===== config.mk =====
export PLATFORM = sky130hd
export DESIGN_NAME = qdrc_phy_burst_align_flat
export DESIGN_NICKNAME = d
export VERILOG_FILES = /design/src/rtl/qdrc_phy_burst_align_if.sv /design/src/rtl/qdrc_phy_burst_align.sv /design/src/flat_wrapper.sv
export SDC_FILE = /design/constraint.sdc
export NUM_CORES = 1
export LEC_CHECK = 0
export CAP_MARGIN = 5
export CORE_AREA = 2 2 72 68
export CTS_BUF_LIST = sky130_fd_sc_hd__clkbuf_8 sky130_fd_sc_hd__clkbuf_16
export CTS_CLUSTER_DIAMETER = 80
export DETAILED_ROUTE_END_ITERATION = 10
export DIE_AREA = 0 0 74 70
export HOLD_SLACK_MARGIN = 0.06
export PLACE_DENSITY = 0.77
export SLEW_MARGIN = 15
export SYNTH_ARGS = -nofsm -noshare
export SYNTH_HDL_FRONTEND = slang
export SYNTH_SLANG_ARGS = --single-unit

===== constraint.sdc =====
create_clock -name clk -period 1.9 [get_ports clk]
set_input_delay 0.285 -clock clk [delete_from_list [all_inputs] [get_ports clk]]
set_output_delay 0.285 -clock clk [all_outputs]
set_load 0.01 [all_outputs]

===== src/rtl/qdrc_phy_burst_align_if.sv =====
// Sequencer-facing handshake and QDR data/control bundle for qdrc_phy_burst_align.
interface qdrc_phy_burst_align_if #(
    parameter int DATA_WIDTH = 18,
    parameter int ADDR_WIDTH = 21
);
    logic                  burst_align_start;
    logic                  burst_align_done;
    logic                  burst_align_fail;
    logic                  qdr_w_n;
    logic                  qdr_r_n;
    logic [ADDR_WIDTH-1:0] qdr_sa;
    logic [DATA_WIDTH-1:0] qdr_d_rise;
    logic [DATA_WIDTH-1:0] qdr_d_fall;
    logic [DATA_WIDTH-1:0] qdr_q_rise;
    logic [DATA_WIDTH-1:0] qdr_q_fall;
    logic [3:0]            burst_align_latency;
    logic                  burst_align_swap;
    logic [2:0]            burst_state_prb;

    modport master (
        output burst_align_start, qdr_q_rise, qdr_q_fall,
        input  burst_align_done, burst_align_fail, qdr_w_n, qdr_r_n, qdr_sa,
               qdr_d_rise, qdr_d_fall, burst_align_latency, burst_align_swap,
               burst_state_prb
    );

    modport slave (
        input  burst_align_start, qdr_q_rise, qdr_q_fall,
        output burst_align_done, burst_align_fail, qdr_w_n, qdr_r_n, qdr_sa,
               qdr_d_rise, qdr_d_fall, burst_align_latency, burst_align_swap,
               burst_state_prb
    );
endinterface


===== src/rtl/qdrc_phy_burst_align.sv =====
// QDR burst alignment responder: writes a known burst, reads it back, finds latency and slot swap.
// Optional QDRC_BURST_ALIGN_RETRY_EN: up to three write/read attempts before reporting failure.
module qdrc_phy_burst_align #(
    parameter int DATA_WIDTH = 18,
    parameter int ADDR_WIDTH = 21,
    parameter int TIMEOUT    = 15
) (
    input logic                   clk,
    input logic                   reset,
    qdrc_phy_burst_align_if.slave bus
);
    typedef enum logic [2:0] {
        IDLE    = 3'd0,
        WRITE   = 3'd1,
        GAP     = 3'd2,
        READ    = 3'd3,
        SEARCH  = 3'd4,
        CONFIRM = 3'd5,
        DONE    = 3'd6
    } state_t;

    function automatic logic [DATA_WIDTH-1:0] alt_pattern();
        logic [DATA_WIDTH-1:0] p;
        p = '0;
        for (int unsigned i = 0; i < DATA_WIDTH; i++) p[i] = i[0];
        return p;
    endfunction

    localparam logic [DATA_WIDTH-1:0] PAT_R = '1;
    localparam logic [DATA_WIDTH-1:0] PAT_F = alt_pattern();

    state_t     state;
    logic [3:0] cnt;
    logic       gap_second;
    logic       full_match;
    logic       fall_match;
    logic       attempt_fail;
`ifdef QDRC_BURST_ALIGN_RETRY_EN
    logic [1:0] attempt;
`endif

    always_comb begin
        full_match   = (bus.qdr_q_rise == PAT_R) && (bus.qdr_q_fall == PAT_F);
        fall_match   = (bus.qdr_q_fall == PAT_R);
        attempt_fail = 1'b0;
        if (state == SEARCH && !full_match && !fall_match && cnt == 4'(TIMEOUT - 1))
            attempt_fail = 1'b1;
        if (state == CONFIRM && bus.qdr_q_rise != PAT_F)
            attempt_fail = 1'b1;
    end

    assign bus.qdr_sa          = '0;
    assign bus.burst_state_prb = state;

    always_ff @(posedge clk or posedge reset) begin
        if (reset) begin
            state                   <= IDLE;
            cnt                     <= '0;
            gap_second              <= 1'b0;
            bus.burst_align_done    <= 1'b0;
            bus.burst_align_fail    <= 1'b0;
            bus.qdr_w_n             <= 1'b1;
            bus.qdr_r_n             <= 1'b1;
            bus.qdr_d_rise          <= '0;
            bus.qdr_d_fall          <= '0;
            bus.burst_align_latency <= '0;
            bus.burst_align_swap    <= 1'b0;
`ifdef QDRC_BURST_ALIGN_RETRY_EN
            attempt                 <= '0;
`endif
        end else begin
            bus.burst_align_done <= 1'b0;
            bus.qdr_w_n          <= 1'b1;
            bus.qdr_r_n          <= 1'b1;
            bus.qdr_d_rise       <= '0;
            bus.qdr_d_fall       <= '0;
            case (state)
                IDLE: begin
                    if (bus.burst_align_start) begin
                        state                   <= WRITE;
                        bus.burst_align_fail    <= 1'b0;
                        bus.burst_align_latency <= '0;
                        bus.burst_align_swap    <= 1'b0;
                        bus.qdr_w_n             <= 1'b0;
                        bus.qdr_d_rise          <= PAT_R;
                        bus.qdr_d_fall          <= PAT_F;
`ifdef QDRC_BURST_ALIGN_RETRY_EN
                        attempt                 <= '0;
`endif
                    end
                end
                WRITE: begin
                    state      <= GAP;
                    gap_second <= 1'b0;
                end
                GAP: begin
                    if (gap_second) begin
                        state       <= READ;
                        bus.qdr_r_n <= 1'b0;
                    end else begin
                        gap_second <= 1'b1;
                    end
                end
                READ: begin
                    state <= SEARCH;
                    cnt   <= '0;
                end
                SEARCH: begin
                    if (full_match) begin
                        bus.burst_align_latency <= cnt;
                        bus.burst_align_swap    <= 1'b0;
                        bus.burst_align_done    <= 1'b1;
                        state                   <= DONE;
                    end else if (fall_match) begin
                        bus.burst_align_latency <= cnt;
                        bus.burst_align_swap    <= 1'b1;
                        state                   <= CONFIRM;
                    end else if (!attempt_fail) begin
                        cnt <= cnt + 4'd1;
                    end
                end
                CONFIRM: begin
                    if (!attempt_fail) begin
                        bus.burst_align_done <= 1'b1;
                        state                <= DONE;
                    end
                end
                DONE:    state <= IDLE;
                default: state <= IDLE;
            endcase

            // Failure exits from SEARCH and CONFIRM share one path so retry sits in one place.
            if (attempt_fail) begin
`ifdef QDRC_BURST_ALIGN_RETRY_EN
                if (attempt != 2'd2) begin
                    attempt        <= attempt + 2'd1;
                    state          <= WRITE;
                    bus.qdr_w_n    <= 1'b0;
                    bus.qdr_d_rise <= PAT_R;
                    bus.qdr_d_fall <= PAT_F;
                end else begin
                    bus.burst_align_fail <= 1'b1;
                    bus.burst_align_done <= 1'b1;
                    state                <= DONE;
                end
`else
                bus.burst_align_fail <= 1'b1;
                bus.burst_align_done <= 1'b1;
                state                <= DONE;
`endif
            end
        end
    end
endmodule


===== src/flat_wrapper.sv =====
// flat-port wrapper written by rule: the top's interface ports become plain ports
module qdrc_phy_burst_align_flat 
#(
    parameter int DATA_WIDTH = 18,
    parameter int ADDR_WIDTH = 21,
    parameter int TIMEOUT    = 15
)
  (clk, reset, bus_burst_align_start, bus_qdr_q_rise, bus_qdr_q_fall, bus_burst_align_done, bus_burst_align_fail, bus_qdr_w_n, bus_qdr_r_n, bus_qdr_sa, bus_qdr_d_rise, bus_qdr_d_fall, bus_burst_align_latency, bus_burst_align_swap, bus_burst_state_prb);
  qdrc_phy_burst_align_if #(.DATA_WIDTH(DATA_WIDTH), .ADDR_WIDTH(ADDR_WIDTH)) bus_i ();
  input logic clk;
  input logic reset;
  input wire logic [$bits(bus_i.burst_align_start)-1:0] bus_burst_align_start;
  input wire logic [$bits(bus_i.qdr_q_rise)-1:0] bus_qdr_q_rise;
  input wire logic [$bits(bus_i.qdr_q_fall)-1:0] bus_qdr_q_fall;
  output wire logic [$bits(bus_i.burst_align_done)-1:0] bus_burst_align_done;
  output wire logic [$bits(bus_i.burst_align_fail)-1:0] bus_burst_align_fail;
  output wire logic [$bits(bus_i.qdr_w_n)-1:0] bus_qdr_w_n;
  output wire logic [$bits(bus_i.qdr_r_n)-1:0] bus_qdr_r_n;
  output wire logic [$bits(bus_i.qdr_sa)-1:0] bus_qdr_sa;
  output wire logic [$bits(bus_i.qdr_d_rise)-1:0] bus_qdr_d_rise;
  output wire logic [$bits(bus_i.qdr_d_fall)-1:0] bus_qdr_d_fall;
  output wire logic [$bits(bus_i.burst_align_latency)-1:0] bus_burst_align_latency;
  output wire logic [$bits(bus_i.burst_align_swap)-1:0] bus_burst_align_swap;
  output wire logic [$bits(bus_i.burst_state_prb)-1:0] bus_burst_state_prb;
  assign bus_i.burst_align_start = bus_burst_align_start;
  assign bus_i.qdr_q_rise = bus_qdr_q_rise;
  assign bus_i.qdr_q_fall = bus_qdr_q_fall;
  assign bus_burst_align_done = bus_i.burst_align_done;
  assign bus_burst_align_fail = bus_i.burst_align_fail;
  assign bus_qdr_w_n = bus_i.qdr_w_n;
  assign bus_qdr_r_n = bus_i.qdr_r_n;
  assign bus_qdr_sa = bus_i.qdr_sa;
  assign bus_qdr_d_rise = bus_i.qdr_d_rise;
  assign bus_qdr_d_fall = bus_i.qdr_d_fall;
  assign bus_burst_align_latency = bus_i.burst_align_latency;
  assign bus_burst_align_swap = bus_i.burst_align_swap;
  assign bus_burst_state_prb = bus_i.burst_state_prb;
  qdrc_phy_burst_align #(.DATA_WIDTH(DATA_WIDTH), .ADDR_WIDTH(ADDR_WIDTH), .TIMEOUT(TIMEOUT)) u_core (.clk(clk), .reset(reset), .bus(bus_i));
endmodule

==> metrics.md, run 1 <==
| Metric | Value |
|---|---|
| Internal Pwr Total | `about 1.4 mW` |
| Arrival time worst endpoint | `approximately 1.5 ns` |
| Leak | `0.880 nW` |
| DR vias/cell | `4.42` |
| Post-synthesis cell type count | `40` |
| Sequential fraction of the synthesis area | `0.312` |
| Row count | `24` |
| Hold_buf cts | `0` |
| HP Class | `in2async` |
| Die width | `74 um` |
| Ratio of cells with drive above 1 in the final layout | `0.106` |
| Worst path required time | `about 1.6 ns` |
| Largest net degree at the start of global routing | `22` |
| Post-CTS setup buffers | `0` |
| Buffers on Ports | `77` |
| Number of global-route vias before repair | `1,143` |
| CTS buffer count | `3` |
| Final Hold Viols | `0` |
| Number of synthesized flops with an enable pin | `0` |
| DR iter-0 viols | `72` |
| First-pass iteration count of the detailed router | `5` |
| Synth Register Bits | `18` |
| Post-synthesis cell area | `roughly 0.0015 mm^2` |
| Slew HR | `0.638` |
| CTS root buf | `clkbuf_8` |
| Final critical-path share of the clock period | `0.942` |
| Critical path type | `reg2out` |
| Worst-margin pin slew | `about 0.54 ns` |
| MaxCap Viol Count | `0` |
| CP Cell Sequence | `buf_4, clkdlybuf4s50_1` |
| Crit path largest cell delay | `0.56 ns` |
| Yosys warns | `0` |
| Avg Cell Area, Syn | `8.55 um^2` |
| Max clock buf depth | `2` |
| DIE AREA | `around 0.0052 mm^2` |
| Fin Setup TNS | `0 ns` |
| Commonest non-fill, non-tap cell in the layout | `clkdlybuf4s50_1` |
| GP Congestion | `roughly 0.77` |
| Fin util | `0.466` |
| Design Area, Final | `0.00211 mm^2` |
| Crit-path max FO | `21` |
| Buf+Inv Stages, Crit Path | `2` |
| Total GRT Usage | `0.132` |
| WP depth | `2` |
| Final max-slew violation count | `0` |
| NetSw | `roughly 860 uW` |
| Crit. End Element | `output pin` |
| Final-report setup violation count | `0` |
| GRT overflow | `0` |
| Most frequent cells in the layout | `clkdlybuf4s50_1 (73), conb_1 (30), nand2_1 (20)` |
| Clock Sink Count | `18` |
| CP delay by family, top | `buffers and inverters` |
| Slowest-stage cell, CP | `clkdlybuf4s50_1` |
| Fin nets | `268` |
| H-Tree Depth | `1` |
| Post-Route Skew | `between 0.004 and 0.005 ns` |
| Starting Density | `0.321` |
| Initial antenna violation count | `0` |
| Place WS | `-0.332 ns` |
| Peak VDD IR | `508 uV` |
| Setup crit start kind | `flop` |
| Net Sw Frac | `0.373` |
| First-pass GRT wire length | `5.38 mm` |
| TritonCTS clock tree | `yes` |
| Post-layout minimum cycle time | `1.79 ns` |
| Clock latency at the later pin of the worst-skew pair | `0.25 ns` |
| Via count | `~1,300` |
| Wire per inst | `11.6 um` |
| Tot Pwr | `2.30 mW` |
| Ant diodes | `0` |
| Area grow syn2layout | `45.4%` |
| Final WL | `3.37 mm` |
| Placed inst area | `0.00202 mm^2` |
| Boundary pin count | `between 100 and 150` |
| Clock group share of total power | `0.135` |
| Detailed Place HPWL | `2.73 mm` |
| Core area | `0.00453 mm^2` |
| Clock transition at path regs | `approximately 0.07 ns` |
| Sequential Power Share | `0.288` |
| Combinational group share of total power | `0.577` |
| Remaining antenna violation count after routing | `0` |
| Synth Flop Type | `dfrtp_1` |
| Max Fclk | `0.559 GHz` |
| DR DRC count | `0` |
| Post-synthesis async set-or-reset flop share | `1.00` |
| Pwr per Cell Area | `1090 mW/mm^2` |
| RSZ-0062 raised after global routing | `false` |
| Die span in y | `roughly 70 um` |
| Final WS setup | `0.111 ns` |
| Worst R2R Path Depth | `6` |
| Synth Instances | `170` |
| Run status | `finished, final reports clean` |
[per-stage QoR]
stage	hold WS, ns	std cells
after global routing	0.373	291
after detailed placement	0.470	287
after CTS	0.349	291
final	0.338	291
after global placement	0.455	287
after floorplan	0.222	199
[synth_stat cells (4+ instances only)]
cell type | count | area, um^2
buf_4 | 56 | 420
clkbuf_1 | 4 | 15.0
dfrtp_1 | 16 | 400
inv_1 | 4 | 15.0
nand2_1 | 20 | 75.1
nand3_1 | 6 | 30.0
nand4_1 | 4 | 25.0
nor3_1 | 6 | 30.0
o2111ai_1 | 4 | 35.0
o211ai_1 | 4 | 30.0
o21ai_0 | 4 | 20.0
[worst reg2reg max path: cells and delay by family (launching register included)]
kind	cells	cell delay [ns]
buffers and inverters	1	0.07
DFF	1	0.45
and+or+nand+nor	3	0.72
muxes	1	0.14
adders and majority gates	1	0.19
[power groups by stage]
stage / clock network, mW / registers [mW] / logic [mW]
3_5_place_dp: 0 / 0.664 / 1.32
4_1_cts: 0.322 / 0.662 / 1.33
6_report: 0.311 / 0.660 / 1.32
2_1_floorplan: 0 / 0.717 / 0.767
3_3_place_gp: 0 / 0.661 / 1.29
5_1_grt: 0.334 / 0.685 / 1.44
[area by class of cell]
cell class              count  area [um^2]
clock buffers               4         55.1
fillers                   453         2420
inverters                   4         15.0
multi-input cells         115          679
flip-flops and latches     18          453
well taps                  65         81.3
repair buffers             85          830
[final timing paths]
check                                          start                        end  slack (ns)
setup / recovery           u_core.bus.qdr_d_rise[16]          bus_qdr_d_rise[2]        0.11
hold / removal                                 reset  u_core.bus.qdr_d_rise[16]        0.34
setup reg to reg                       u_core.cnt[0]              u_core.cnt[0]        0.20
hold reg to reg                    u_core.gap_second         u_core.bus.qdr_r_n        0.48
max in group asynchronous                      reset         u_core.bus.qdr_r_n        1.30
min in group clk                   u_core.gap_second         u_core.bus.qdr_r_n        0.48
[registers in the layout, summed over array words and instances (netlist names)]
name and flops:
u_core.bus.burst_align_swap 1, u_core.bus.qdr_r_n 1, u_core.bus.qdr_w_n 1, u_core.cnt 4
u_core.bus.burst_state_prb 3, u_core.gap_second 1, u_core.bus.burst_align_done 1, u_core.bus.qdr_d_rise 1
u_core.bus.burst_align_latency 4, u_core.bus.burst_align_fail 1
[cell families (layout without fill, tap and decap cells)]
kind of cell / after synthesis / after routing / synth area share
AO/OA/AOI/OAI: 22 / 22 / 0.110
AND/OR/NAND/NOR: 58 / 58 / 0.213
buffers and inverters: 66 / 93 / 0.325
other: 1 / 30 / 0.00258
multiplexers: 3 / 3 / 0.0207
flip-flops: 18 / 18 / 0.312
adder cells (fa/ha/maj): 2 / 2 / 0.0172
[repair_timing]
item | CTS | global route
cloned | 0 | 0
endpoints found under the setup margin | 9 | 2
pin swaps | 6 | 2
gates resized for setup | 13 | 0
[metal layers]
layer	routed length (um)	vias up	share of wire	global-route usage
li1	-	614	-	-
met1	1400	601	0.42	0.162
met2	1670	66	0.50	0.233
met3	266	4	0.079	0.0303
met4	25	0	0.0074	0.0242
met5	0	-	0	0
(Power assumes the default switching activity.)
==> run 2, diff against run 1 <==
ABC_AREA = 1   (was default)
CORE_AREA = 2 2 74 69   (was 2 2 72 68)
DIE_AREA = 0 0 76 71   (was 0 0 74 70)
HOLD_SLACK_MARGIN = 0.08   (was 0.06)
PLACE_DENSITY = 0.79   (was 0.77)
RECOVER_POWER = 100   (was default)
==> metrics.md, run 2 <==
| Metric | Value |
|---|---|
| Commonest non-fill, non-tap cell in the layout | `nand2_1 (was clkdlybuf4s50_1)` |
| RSZ-0062 raised after global routing | `false (unchanged)` |
| CP delay by family, top | `buffers and inverters (unchanged)` |
| Via count | `1,551 (was 1,285)` |
| GRT Max-Usage Layer | `met2 (unchanged)` |
| Place WS | `-0.00484 ns (was -0.332 ns)` |
| Post-synthesis mux area share | `0 (was 0.0207)` |
| Starting Density | `0.359 (was 0.321)` |
| Worst reg-to-reg setup slack | `0.38 ns (was 0.20 ns)` |
| Met2 Usage GRT | `0.238 (was 0.233)` |
| Post-synthesis async set-or-reset flop share | `1.00 (unchanged)` |
| Yosys top cell area share | `0.251 (was 0.289)` |
| Post-synthesis cell type count | `28 (was 40)` |
| Final critical-path share of the clock period | `0.936 (was 0.942)` |
| CTS root buf | `clkbuf_8 (unchanged)` |
| First-pass iteration count of the detailed router | `4 (was 5)` |
| Arrival time worst endpoint | `1.49 ns (was 1.50 ns)` |
| TritonCTS clock tree | `yes (unchanged)` |
| Hold_buf cts | `0 (unchanged)` |
| Post-Route Skew | `0.00195 ns (was 0.00498 ns)` |
| M1 GR Usage | `0.148 (was 0.162)` |
| Boundary pin count | `108 (unchanged)` |
| Ant diodes | `0 (unchanged)` |
| Synth Register Bits | `18 (unchanged)` |
| Fin nets | `343 (was 268)` |
| Worst path required time | `1.62 ns (about the same)` |
| Clock group share of total power | `0.164 (was 0.135)` |
| Crit-path max FO | `9 (was 21)` |
| Worst-margin pin slew | `0.980 ns (was 0.537 ns)` |
| NetSw | `764 uW (was 857 uW)` |
| DR vias/cell | `4.24 (was 4.42)` |
| Most frequent cells in the layout | `nand2_1 (67), clkdlybuf4s50_1 (40), dlygate4sd3_1 (37) (was clkdlybuf4s50_1 (73), conb_1 (30), nand2_1 (20))` |
| DIE AREA | `0.00540 mm^2 (was 0.00518 mm^2)` |
| Slew HR | `0.347 (was 0.638)` |
| H-Tree Depth | `1 (unchanged)` |
| Row count | `24 (unchanged)` |
| Final WS setup | `0.122 ns (was 0.111 ns)` |
| Area leader, netlist | `buf_4 (unchanged)` |
| Yosys warns | `0 (unchanged)` |
| Sequential Power Share | `0.303 (was 0.288)` |
| Area grow syn2layout | `35.3% (was 45.4%)` |
| Slowest-stage cell, CP | `clkdlybuf4s50_1 (unchanged)` |
| Remaining antenna violation count after routing | `0 (unchanged)` |
| Crit path largest cell delay | `0.63 ns (was 0.56 ns)` |
| Detailed Place HPWL | `3.00 mm (was 2.73 mm)` |
| Clock latency at the later pin of the worst-skew pair | `0.25 ns (about the same)` |
| Avg Cell Area, Syn | `6.82 um^2 (was 8.55 um^2)` |
| Resized Gates After CTS | `0 (was 13)` |
| Post-synthesis cell area | `0.00167 mm^2 (was 0.00145 mm^2)` |
| HP Class | `reg2reg (was in2async)` |
| CTS buffer count | `3 (unchanged)` |
| Buf+Inv Stages, Crit Path | `1 (was 2)` |
| Placed Cells | `362 (was 287)` |
| CP Cell Sequence | `clkdlybuf4s50_1 (was buf_4, clkdlybuf4s50_1)` |
| Max Fclk | `0.563 GHz (was 0.559 GHz)` |
| Critical path type | `reg2out (unchanged)` |
| Post-Layout Cell Count | `366 (was 291)` |
| Clock Sink Count | `18 (unchanged)` |
| Synth Area in Compound Gates | `0.0225 (was 0.110)` |
| Largest family of logic cells by synthesized area | `simple AND/OR/NAND/NOR gates (was buffers and inverters)` |
| Wire per inst | `9.51 um (was 11.6 um)` |
| Final-report setup violation count | `0 (unchanged)` |
| XOR/XNOR Fraction of Synth Area | `0.0105 (was 0)` |
| DR iter-0 viols | `60 (was 72)` |
| Top cells by area, synth | `buf_4 (25%), dfrtp_1 (24%), nand2_1 (15%) (was buf_4 (29%), dfrtp_1 (28%), nand2_1 (5.2%))` |
| Internal Pwr Total | `1.16 mW (was 1.44 mW)` |
| Synth Instances | `245 (was 170)` |
| Number of synthesized flops with an enable pin | `0 (unchanged)` |
| GRT overflow | `0 (unchanged)` |
| Leak | `1.17 nW (was 0.880 nW)` |
| Total GRT Usage | `0.129 (was 0.132)` |
| Post-layout minimum cycle time | `1.78 ns (was 1.79 ns)` |
| DR DRC count | `0 (unchanged)` |
| Run status | `finished, final reports clean (unchanged)` |
| First-pass GRT wire length | `5.78 mm (was 5.38 mm)` |
| Buffers on Ports | `77 (unchanged)` |
| Adder-cell share of the synthesized area | `0.0150 (was 0.0172)` |
| Sequential fraction of the synthesis area | `0.271 (was 0.312)` |
| Number of global-route vias before repair | `1,374 (was 1,143)` |
| Net Sw Frac | `0.398 (was 0.373)` |
| Synth Flop Type | `dfrtp_1 (unchanged)` |
| Max clock buf depth | `2 (unchanged)` |
| Clock transition at path regs | `0.07 ns (about the same)` |
| GP Congestion | `0.827 (was 0.767)` |
| Combinational group share of total power | `0.533 (was 0.577)` |
| Crit. End Element | `output pin (unchanged)` |
| Synth cell count leaders | `nand2_1 (67), buf_4 (56), nor2_1 (29), inv_1 (20), dfrtp_1 (16) (was buf_4 (56), nand2_1 (20), dfrtp_1 (16), nand3_1 (6), nor3_1 (6))` |
| Core area | `0.00465 mm^2 (was 0.00453 mm^2)` |
| Initial antenna violation count | `0 (unchanged)` |
| MaxCap Viol Count | `0 (unchanged)` |
| Setup crit start kind | `flop (unchanged)` |
| Ratio of cells with drive above 1 in the final layout | `0.0532 (was 0.106)` |
| Peak VDD IR | `371 uV (was 508 uV)` |
| Pwr per Cell Area | `850 mW/mm^2 (was 1090 mW/mm^2)` |
| Final Hold Viols | `0 (unchanged)` |
| Die width | `76 um (was 74 um)` |
| Met3 GRT Util | `0.0242 (was 0.0303)` |
| Final max-slew violation count | `0 (unchanged)` |
| Final WL | `3.48 mm (was 3.37 mm)` |
| Die span in y | `71 um (was 70 um)` |
| Fin Setup TNS | `0 ns (unchanged)` |
| Post-Synth Simple-Gate Area | `0.365 (was 0.213)` |
| Post-CTS setup buffers | `0 (unchanged)` |
| Count leader, synth | `nand2_1 (was buf_4)` |
| Largest net degree at the start of global routing | `28 (was 22)` |
## run 2: cell count changes after synthesis, sizes merged, moves of 3 or more
cell and change:
clkbuf -4, mux2i -3, nand2 +49, nor3 -3
nand4 +9, nor2 +27, nand3 +10, inv +20
o2111ai -4
## run 2: path summary, 6_finish.rpt
| kind | startpoint | end | cells after the start |
|---|---|---|---|
| max | u_core.bus.burst_state_prb[0] | bus_burst_state_prb[0] | 1 |
| max in group asynchronous | reset | u_core.cnt[2] | 3 |
| min reg2reg | u_core.gap_second | u_core.bus.qdr_r_n | 1 |
| max reg2reg | u_core.bus.burst_state_prb[0] | u_core.bus.burst_align_latency[0] | 7 |
| min in group asynchronous | reset | u_core.bus.burst_align_swap | 3 |
| min | u_core.gap_second | u_core.bus.qdr_r_n | 1 |
## run 2: power by group through the flow
stage | Sequential (mW) | Combinational [mW] | Clock (mW)
2_1_floorplan | 0.612 | 0.760 | 0
3_3_place_gp | 0.589 | 1.10 | 0
3_5_place_dp | 0.592 | 1.12 | 0
4_1_cts | 0.584 | 1.13 | 0.321
5_1_grt | 0.599 | 1.12 | 0.338
6_report | 0.582 | 1.02 | 0.315
## run 2: layout make-up
cell class / count / area (um^2)
tap: 65 / 81.3
inverter: 25 / 93.8
timing repair buffer: 80 / 786
sequential: 18 / 453
clock buffer: 4 / 55.1
fill: 464 / 2390
multi-input combinational: 174 / 792
## run 2: logic make-up after synthesis
kind of cell | after synthesis
other | 1
buffers and inverters | 82
and+or+nand+nor | 134
xor gates and xnor gates | 2
DFF | 18
AOI/OAI and AO/OA | 6
adders and majority gates | 2
## run 2: metal layers
metal,part of all wire,vias up
met5,0,-
met2,0.51,68
met1,0.40,682
met3,0.071,5
met4,0.016,0
li1,-,796
## run 2: stage by stage
step | hold slack [ns] | power (mW) | cell area, um^2 | utilization
final | 0.475 | 1.92 | 2260 | 0.486
after global routing | 0.518 | 2.06 | 2260 | 0.486
after CTS | 0.357 | 2.03 | 2280 | 0.490
after detailed placement | 0.459 | 1.71 | 2220 | 0.478
after global placement | 0.457 | 1.69 | 2220 | 0.478
after floorplan | 0.222 | 1.37 | 1780 | -
==> run 3, diff against run 2 <==
CORE_AREA = 2 2 73 68   (was 2 2 74 69)
CTS_BUF_LIST = sky130_fd_sc_hd__clkbuf_8   (was sky130_fd_sc_hd__clkbuf_8 sky130_fd_sc_hd__clkbuf_16)
DIE_AREA = 0 0 75 70   (was 0 0 76 71)
PLACE_DENSITY = 0.81   (was 0.79)
==> metrics.md, run 3 (synthesis gave the netlist of run 2 again) <==
| Metric | Value |
|---|---|
| Design Area, Final | `0.00225 mm^2 (was 0.00226 mm^2)` |
| WL met2 | `1.72 mm (was 1.79 mm)` |
| Final WS setup | `0.140 ns (was 0.122 ns)` |
| GP Congestion | `0.875 (was 0.827)` |
| Die width | `75 um (was 76 um)` |
| Combinational group share of total power | `0.551 (was 0.533)` |
| M1 wire length | `1.32 mm (was 1.39 mm)` |
| Fin util | `0.490 (was 0.486)` |
| Ant diodes | `0 (unchanged)` |
| Post-layout minimum cycle time | `1.76 ns (was 1.78 ns)` |
| Met3 WL | `245 um (was 248 um)` |
| Arrival time worst endpoint | `1.47 ns (was 1.49 ns)` |
| TritonCTS clock tree | `yes (unchanged)` |
| Worst Hold Launch | `u_core.bus.burst_align_latency[2] (was u_core.gap_second)` |
| DR DRC count | `0 (unchanged)` |
| Resized Gates After CTS | `0 (unchanged)` |
| Net Sw Frac | `0.400 (was 0.398)` |
| Buffers on Ports | `77 (unchanged)` |
| Boundary pin count | `108 (unchanged)` |
| Reg2reg start | `u_core.bus.burst_state_prb[0] (unchanged)` |
| Initial antenna violation count | `0 (unchanged)` |
| Ratio of cells with drive above 1 in the final layout | `0.0533 (was 0.0532)` |
| Final Hold Viols | `0 (unchanged)` |
| Die span in y | `70 um (was 71 um)` |
| Clock Sink Count | `18 (unchanged)` |
| Worst reg-to-reg setup slack | `0.42 ns (was 0.38 ns)` |
| Via count | `1,560 (was 1,551)` |
| Placed inst area | `0.00222 mm^2 (unchanged)` |
| Post-CTS setup buffers | `0 (unchanged)` |
| Most frequent cells in the layout | `nand2_1 (67), clkdlybuf4s50_1 (39), dlygate4sd3_1 (38) (was nand2_1 (67), clkdlybuf4s50_1 (40), dlygate4sd3_1 (37))` |
| Slowest-stage cell, CP | `clkdlybuf4s50_1 (unchanged)` |
| Internal Pwr Total | `1.12 mW (was 1.16 mW)` |
| Worst path required time | `1.62 ns (about the same)` |
| Starting Density | `0.364 (was 0.359)` |
| Wire per inst | `9.14 um (was 9.51 um)` |
| Total GRT Usage | `0.131 (was 0.129)` |
| NetSw | `743 uW (was 764 uW)` |
| MaxCap Viol Count | `0 (unchanged)` |
| Remaining antenna violation count after routing | `0 (unchanged)` |
| Final-report setup violation count | `0 (unchanged)` |
| Max Fclk | `0.568 GHz (was 0.563 GHz)` |
| Slew HR | `0.346 (was 0.347)` |
| Commonest non-fill, non-tap cell in the layout | `nand2_1 (unchanged)` |
| Max clock buf depth | `2 (unchanged)` |
| Place WS | `0.00335 ns (was -0.00484 ns)` |
| Final critical-path share of the clock period | `0.926 (was 0.936)` |
| Clock transition at path regs | `0.06 ns (was 0.07 ns)` |
| Buf+Inv Stages, Crit Path | `1 (unchanged)` |
| Detailed Place HPWL | `2.92 mm (was 3.00 mm)` |
| DR vias/cell | `4.27 (was 4.24)` |
| WHS Path Cells | `2 (was 1)` |
| Pwr per Cell Area | `826 mW/mm^2 (was 850 mW/mm^2)` |
| Crit-path max FO | `9 (unchanged)` |
| Max Used Layer | `met4 (unchanged)` |
| Crit Reg-Reg Endpoint | `u_core.bus.burst_align_latency[3] (was u_core.bus.burst_align_latency[0])` |
| Run status | `finished, final reports clean (unchanged)` |
| DIE AREA | `0.00525 mm^2 (was 0.00540 mm^2)` |
| Crit. End Element | `output pin (unchanged)` |
| Final max-slew violation count | `0 (unchanged)` |
| Largest net degree at the start of global routing | `28 (unchanged)` |
| Post-Route Skew | `0.00307 ns (was 0.00195 ns)` |
| Core area | `0.00459 mm^2 (was 0.00465 mm^2)` |
| First-pass GRT wire length | `5.46 mm (was 5.78 mm)` |
| First-pass iteration count of the detailed router | `4 (unchanged)` |
| Critical path type | `reg2out (unchanged)` |
| Worst-margin pin slew | `0.981 ns (was 0.980 ns)` |
| Worst R2R Path Depth | `7 (unchanged)` |
| CTS buffer count | `3 (unchanged)` |
| Hold_buf cts | `0 (unchanged)` |
| Final WL | `3.34 mm (was 3.48 mm)` |
| Setup crit start kind | `flop (unchanged)` |
| Area grow syn2layout | `34.7% (was 35.3%)` |
| Peak VDD IR | `319 uV (was 371 uV)` |
| Row count | `24 (unchanged)` |
| H-Tree Depth | `1 (unchanged)` |
| Clock latency at the later pin of the worst-skew pair | `0.25 ns (about the same)` |
| Worst Hold Endpoint | `u_core.bus.burst_align_latency[2] (was u_core.bus.qdr_r_n)` |
| Number of global-route vias before repair | `1,320 (was 1,374)` |
| CP delay by family, top | `buffers and inverters (unchanged)` |
| Leak | `1.17 nW (about the same)` |
| HP Class | `reg2reg (unchanged)` |
| Crit path largest cell delay | `0.64 ns (was 0.63 ns)` |
| Sequential Power Share | `0.312 (was 0.303)` |
| DR iter-0 viols | `61 (was 60)` |
| Fin nets | `343 (unchanged)` |
| Clock group share of total power | `0.137 (was 0.164)` |
| GRT overflow | `0 (unchanged)` |
| CP Cell Sequence | `clkdlybuf4s50_1 (unchanged)` |
| CTS root buf | `clkbuf_8 (unchanged)` |
| Fin Setup TNS | `0 ns (unchanged)` |
| RSZ-0062 raised after global routing | `false (unchanged)` |
==> run 3: how the worst max path moves through the flow <==
stage               cells past startpoint                          start                                end
global placement                        8              bus_qdr_q_fall[1]  u_core.bus.burst_align_latency[0]
detailed placement                      8              bus_qdr_q_fall[1]  u_core.bus.burst_align_latency[2]
floorplan                               8  u_core.bus.burst_state_prb[0]  u_core.bus.burst_align_latency[3]
finish                                  1  u_core.bus.burst_state_prb[0]             bus_burst_state_prb[0]
CTS                                     1  u_core.bus.burst_state_prb[0]             bus_burst_state_prb[0]
global route                            1  u_core.bus.burst_state_prb[0]             bus_burst_state_prb[0]
==> run 3: layer usage <==
| layer | up-vias | global-route usage |
|---|---|---|
| met4 | 0 | 0.0476 |
| li1 | 799 | - |
| met2 | 69 | 0.232 |
| met3 | 6 | 0.0216 |
| met5 | - | 0 |
| met1 | 686 | 0.156 |
==> run 3: final cells by class <==
type,instances,area (um^2)
Sequential cell,18,453
Clock buffer,3,41.3
Tap cell,65,81.3
Multi-Input combinational cell,174,797
Fill cell,465,2340
Inverter,25,93.8
Timing Repair Buffer,80,786
==> run 3: power by group through the flow <==
stage	logic (mW)	registers, mW	clock network [mW]
6_report	1.03	0.581	0.255
3_3_place_gp	1.10	0.586	0
5_1_grt	1.14	0.594	0.283
3_5_place_dp	1.12	0.590	0
4_1_cts	1.12	0.583	0.267
2_1_floorplan	0.760	0.612	0
==> run 3: stage by stage <==
| stage | hold WS, ns | std cells | total power [mW] |
|---|---|---|---|
| floorplan | 0.222 | 274 | 1.37 |
| CTS | 0.352 | 365 | 1.97 |
| detailed placement | 0.464 | 362 | 1.71 |
| global placement | 0.457 | 362 | 1.69 |
| finish | 0.468 | 365 | 1.86 |
| global route | 0.489 | 365 | 2.02 |
